==> src/rtl/perceptron_trainer.sv <==
// N_IN-input perceptron trainer: sequential MAC, epochs until zero errors or max_epochs; PTRAIN_MARGIN_EN adds a margin port.
// Per sample N_IN+2 cycles (N_IN+3 with update); the source is stalled by holding req high until data_valid.
module perceptron_trainer #(
  parameter int N_IN    = 4,
  parameter int DW      = 8,
  parameter int WW      = 16,
  parameter int EPOCH_W = 8
) (
  input  logic                 clk,
  input  logic                 rst,
  input  logic                 start,
  input  logic [EPOCH_W-1:0]   max_epochs,
  output logic                 req,
  input  logic                 data_valid,
  input  logic [N_IN*DW-1:0]   x_flat,
  input  logic                 t,
  input  logic                 last,
`ifdef PTRAIN_MARGIN_EN
  input  logic [WW-1:0]        margin,
`endif
  output logic                 busy,
  output logic                 done,
  output logic                 converged,
  output logic [EPOCH_W-1:0]   epoch_cnt,
  output logic [15:0]          err_cnt,
  output logic [N_IN*WW-1:0]   w_flat,
  output logic [WW-1:0]        bias
);
  localparam int AW = WW + DW + $clog2(N_IN + 1);
  localparam int PW = WW + DW;
  localparam int SW = ((WW > DW) ? WW : DW) + 2;
  localparam int KW = (N_IN > 1) ? $clog2(N_IN) : 1;

  typedef enum logic [2:0] {
    S_IDLE, S_INIT, S_REQ, S_MAC, S_CLASSIFY, S_UPDATE, S_EPOCH_END
  } state_t;

  state_t               state_q, state_d;
  logic signed [WW-1:0] w_q [N_IN];
  logic signed [WW-1:0] w_d [N_IN];
  logic signed [WW-1:0] bias_q, bias_d;
  logic signed [DW-1:0] x_q [N_IN];
  logic signed [DW-1:0] x_d [N_IN];
  logic                 t_q, t_d, last_q, last_d;
  logic signed [AW-1:0] acc_q, acc_d;
  logic [KW-1:0]        k_q, k_d;
  logic [EPOCH_W-1:0]   epoch_cnt_q, epoch_cnt_d;
  logic [EPOCH_W-1:0]   max_ep_q, max_ep_d;
  logic [15:0]          err_cnt_q, err_cnt_d;
  logic                 converged_q, converged_d;

  logic signed [PW-1:0] prod;
  logic signed [WW-1:0] upd_w [N_IN];
  logic signed [WW-1:0] upd_bias;
  logic                 below_margin;

  // Clamp a widened sum back into the signed WW range instead of wrapping.
  function automatic logic signed [WW-1:0] sat_w(input logic signed [SW-1:0] v);
    if (v[SW-1:WW-1] == {(SW-WW+1){v[SW-1]}})
      sat_w = v[WW-1:0];
    else if (v[SW-1])
      sat_w = {1'b1, {(WW-1){1'b0}}};
    else
      sat_w = {1'b0, {(WW-1){1'b1}}};
  endfunction

  assign prod = PW'(w_q[k_q]) * PW'(x_q[k_q]);

  always_comb begin
    for (int i = 0; i < N_IN; i++) begin
      upd_w[i] = sat_w(t_q ? (SW'(w_q[i]) + SW'(x_q[i])) : (SW'(w_q[i]) - SW'(x_q[i])));
    end
    upd_bias = sat_w(t_q ? (SW'(bias_q) + SW'(1)) : (SW'(bias_q) - SW'(1)));
  end

`ifdef PTRAIN_MARGIN_EN
  logic [AW-1:0] acc_abs;
  // The most negative acc negates to itself, which reads correctly as an unsigned magnitude.
  assign acc_abs      = acc_q[AW-1] ? -acc_q : acc_q;
  assign below_margin = (acc_abs < {{(AW-WW){1'b0}}, margin});
`else
  assign below_margin = 1'b0;
`endif

  always_comb begin
    state_d     = state_q;
    w_d         = w_q;
    bias_d      = bias_q;
    x_d         = x_q;
    t_d         = t_q;
    last_d      = last_q;
    acc_d       = acc_q;
    k_d         = k_q;
    epoch_cnt_d = epoch_cnt_q;
    max_ep_d    = max_ep_q;
    err_cnt_d   = err_cnt_q;
    converged_d = converged_q;
    case (state_q)
      S_IDLE: begin
        if (start) state_d = S_INIT;
      end
      S_INIT: begin
        for (int i = 0; i < N_IN; i++) w_d[i] = '0;
        bias_d      = '0;
        epoch_cnt_d = '0;
        err_cnt_d   = '0;
        converged_d = 1'b0;
        max_ep_d    = max_epochs;
        state_d     = S_REQ;
      end
      S_REQ: begin
        if (data_valid) begin
          for (int i = 0; i < N_IN; i++) x_d[i] = x_flat[i*DW +: DW];
          t_d     = t;
          last_d  = last;
          acc_d   = AW'(bias_q);
          k_d     = '0;
          state_d = S_MAC;
        end
      end
      S_MAC: begin
        acc_d = acc_q + AW'(prod);
        k_d   = k_q + 1'b1;
        if (k_q == KW'(N_IN - 1)) state_d = S_CLASSIFY;
      end
      S_CLASSIFY: begin
        if ((~acc_q[AW-1]) != t_q || below_margin) state_d = S_UPDATE;
        else if (last_q)                           state_d = S_EPOCH_END;
        else                                       state_d = S_REQ;
      end
      S_UPDATE: begin
        w_d    = upd_w;
        bias_d = upd_bias;
        if (err_cnt_q != 16'hFFFF) err_cnt_d = err_cnt_q + 16'd1;
        state_d = last_q ? S_EPOCH_END : S_REQ;
      end
      S_EPOCH_END: begin
        epoch_cnt_d = epoch_cnt_q + 1'b1;
        if (err_cnt_q == 16'd0) begin
          converged_d = 1'b1;
          state_d     = S_IDLE;
        end else if (max_ep_q != '0 && epoch_cnt_d == max_ep_q) begin
          converged_d = 1'b0;
          state_d     = S_IDLE;
        end else begin
          err_cnt_d = '0;
          state_d   = S_REQ;
        end
      end
      default: state_d = S_IDLE;
    endcase
  end

  always_ff @(posedge clk or posedge rst) begin
    if (rst) begin
      state_q     <= S_IDLE;
      for (int i = 0; i < N_IN; i++) begin
        w_q[i] <= '0;
        x_q[i] <= '0;
      end
      bias_q      <= '0;
      t_q         <= 1'b0;
      last_q      <= 1'b0;
      acc_q       <= '0;
      k_q         <= '0;
      epoch_cnt_q <= '0;
      max_ep_q    <= '0;
      err_cnt_q   <= '0;
      converged_q <= 1'b0;
    end else begin
      state_q     <= state_d;
      w_q         <= w_d;
      x_q         <= x_d;
      bias_q      <= bias_d;
      t_q         <= t_d;
      last_q      <= last_d;
      acc_q       <= acc_d;
      k_q         <= k_d;
      epoch_cnt_q <= epoch_cnt_d;
      max_ep_q    <= max_ep_d;
      err_cnt_q   <= err_cnt_d;
      converged_q <= converged_d;
    end
  end

  assign req       = (state_q == S_REQ);
  assign done      = (state_q == S_IDLE);
  assign busy      = ~done;
  assign converged = converged_q;
  assign epoch_cnt = epoch_cnt_q;
  assign err_cnt   = err_cnt_q;
  assign bias      = bias_q;

  always_comb begin
    for (int i = 0; i < N_IN; i++) w_flat[i*WW +: WW] = w_q[i];
  end

endmodule

==> config.mk <==
export PLATFORM = sky130hd
export DESIGN_NAME = perceptron_trainer
export DESIGN_NICKNAME = d
export VERILOG_FILES = /design/src/rtl/perceptron_trainer.sv
export SDC_FILE = /design/constraint.sdc
export NUM_CORES = 1
export LEC_CHECK = 0
export CAP_MARGIN = 20
export CORE_MARGIN = 8
export CORE_UTILIZATION = 65
export DETAILED_ROUTE_END_ITERATION = 8
export DONT_BUFFER_PORTS = 1
export PLACE_DENSITY = 0.8
export SLEW_MARGIN = 25
export SYNTH_ARGS = -nofsm -noshare
export SYNTH_HDL_FRONTEND = slang
export SYNTH_SLANG_ARGS = --single-unit
export TNS_END_PERCENT = 1
==> constraint.sdc <==
create_clock -name clk -period 15.95 [get_ports clk]
set_input_delay 2.3925 -clock clk [delete_from_list [all_inputs] [get_ports clk]]
set_output_delay 2.3925 -clock clk [all_outputs]
set_load 0.03 [all_outputs]
==> out/results.txt <==
HPWL Detailed = 39300 µm
Startpoint Class = register
Root buffer cell = clkbuf_16
Cts hold-fix bufs = 0
Status = finished, final reports clean
Routed Antenna Nets = 0
Layout Cells excl Fill = 2324
First-pass GRT wire length = 81770 µm
Largest cells by area after synthesis = dfrtp_1 (24%), fa_1 (16%), ha_1 (11%)
Syn. warnings = 0
Fmax = 142.9 MHz
Mapped Nets = 2318
Synth top area share = 24.42%
Post-layout net count = 2284
Crit path max fanout = 17
Average cell area after synthesis = 9.332 µm²
Number of global-route vias before repair = 15220
Yosys top cell by area = dfrtp_1
Max-cap violation count = 0
Netlist cell types = 79
Crit Path Category = reg -> reg
Antenna violations before repair = 0
CP cell instances = buf_4, mux4_2, or2_2, fa_1, fa_1, inv_1, fa_1, fa_1, fa_1, ha_1, o21a_1, o31a_1, o21ai_1, o221ai_1, a311o_1, a31oi_1, mux2i_1, nor3_1
Worst path bufs/invs = 2
Drt total wl = 50540 µm
Post-CTS Setup Bufs = 0
GRT Residual Overflow = 0
Post_cts resized = 0
Placed insts = 2291
H-tree Lvls = 4
Tmin final = 6999 ps
Num CTS Buffers = 17
Clock tree sinks = 179
Max-slew violations = 0
Die H = 184.0 µm
Synth Cell Area = 18350 µm²
Gpl congestion = 0.9568
Max Root-Sink Buffers = 2
Top-count cell post-synth = nand2_1
Arr. time, crit path = 7350 ps
Post-synth top cells = nand2_1 (252), dfrtp_1 (179), inv_1 (167)
FF+latch count, synth = 179
Worst-path clk slew = 70 ps
Final Hold Vio Count = 0
Initial core utilization = 66.04%
Row count = 61
Register area = 4479 µm²
PortBufs = 0
DR vias = 14914
Crit path max-delay cell type = dfrtp_1
Die ar. = 33860 µm²
Most common flop cell mapped by yosys = dfrtp_1
Number of synthesized flops with an enable pin = 0
Boundary Pins = 154
Fin Clk Skew = 12.65 ps
Clock Latency Late Sink = 470 ps
DRT iter0 DRCs = 1316
Unrepaired setup endpoints after global routing = false
Wire length per cell = 21.75 µm
Ys async rst share = 100.0%
Hold Crit Class = reg -> reg
Final setup fails = 0
Via-per-instance ratio = 6.417
Max-Slew Margin vs Limit = 36.60%
Die X = 184.0 µm
DRC = 0
Setup TNS = 0 ps
Worst reg2reg setup slack = 8950 ps
Post-Synthesis Cells = 1966
Layout cells sized above 1 = 7.969%
Most frequent cell on the critical path = fa_1
Fill count = 2177
Sequential area share after synthesis = 24.42%
Tightest Pin Transition = 947.1 ps
CTS tree = yes
GRT Total Usage = 30.74%
Critical path required time = 16300 ps
Core ar. = 27780 µm²
Crit. End Element = register
Layout area overhead = 4.774%
Area of the multi-input gates = 12960 µm²
Worst path top cell family by delay = adder cells
Layout Utilization = 69.19%
Final Cycle Share = 43.88%
Pin count of the biggest net entering global routing = 101
DRT Pass-1 Iters = 7
Max incr delay on CP = 910 ps
final timing paths:
path / cells past startpoint / endpoint / start
worst min register to register: 2 / last_q / last_q
min in group asynchronous: 1 / bias[7] / rst
worst min-delay path: 2 / last_q / last_q
worst max register to register: 18 / acc_q[26] / k_q[0]
worst max-delay path: 18 / acc_q[26] / k_q[0]
max in group asynchronous: 2 / w_flat[58] / rst
final cells by class:
type	instances	share of cell area [%]
antenna	1	0.01302
multi-input combinational	1554	67.41
tap	378	2.460
timing repair buffer	13	0.5272
sequential	179	23.30
inverter	167	3.300
clock buffer	18	2.285
clock inverter	14	0.7030
cells by family after synthesis:
group	synth area share [%]
XOR/XNOR	6.158
flip-flops	24.42
AO/OA/AOI/OAI	15.92
AND/OR/NAND/NOR	16.95
multiplexers	4.672
buffers and inverters	5.081
adder cells (fa/ha/maj)	26.80
sequential cells by signal, summed over array words and instances, names as in the netlist, 3 cells and up:
signal and flops:
w_flat 64, x_q 32, acc_q 27, bias 16, err_cnt 16, epoch_cnt 8
max_ep_q 8, state_q 3
cells in the final DEF, fill, tap and decap left out, types with 9 or more instances in the layout:
| master | count |
|---|---|
| a211o_1 | 9 |
| xnor2_1 | 66 |
| nor3_1 | 31 |
| and2_1 | 76 |
| a21oi_1 | 100 |
| a31o_2 | 10 |
| nand4_1 | 16 |
| nor2b_1 | 14 |
| o21ai_1 | 10 |
| nand3_1 | 28 |
| nor4_1 | 9 |
| clkbuf_16 | 17 |
| a211oi_1 | 27 |
| o21a_1 | 13 |
| inv_1 | 166 |
| a31oi_1 | 20 |
| fa_1 | 145 |
| mux4_2 | 24 |
| dfrtp_1 | 179 |
| o211ai_1 | 16 |
| nor2_1 | 132 |
| a21o_1 | 20 |
| nand2_1 | 251 |
| or2_2 | 11 |
| buf_4 | 12 |
| o21ai_0 | 93 |
| xor2_1 | 63 |
| nand2b_1 | 18 |
| mux2i_1 | 11 |
| ha_1 | 161 |
| a221o_1 | 33 |
| mux2_2 | 17 |
per-layer routing:
layer	global-route usage [%]	part of all wire (%)	routed length, µm	vias up
li1	-	-	-	6767
met1	38.97	40	20000	7331
met2	48.79	47	23600	680
met3	7.312	8.9	4494	136
met4	15.52	4.8	2448	0
met5	0	0	0	-
stage by stage:
step / area, µm² / hold WS, ps / setup WS [ps]
after floorplan: 18350 / 446.2 / 8699
after global placement: 18630 / 474.7 / 9066
after detailed placement: 18630 / 485.7 / 8963
after CTS: 19200 / 508.9 / 8939
after global routing: 19220 / 566.6 / 8544
final: 19220 / 510.5 / 8951
worst min-delay path, delay by kind of cell, from the launching register on:
kind,cells,cell delay [ps]
flip-flops,1,370
AND/OR/NAND/NOR,2,110
Power is not shown: default switching activity piles up to over one toggle a cycle in this logic, so the estimate is an artifact.
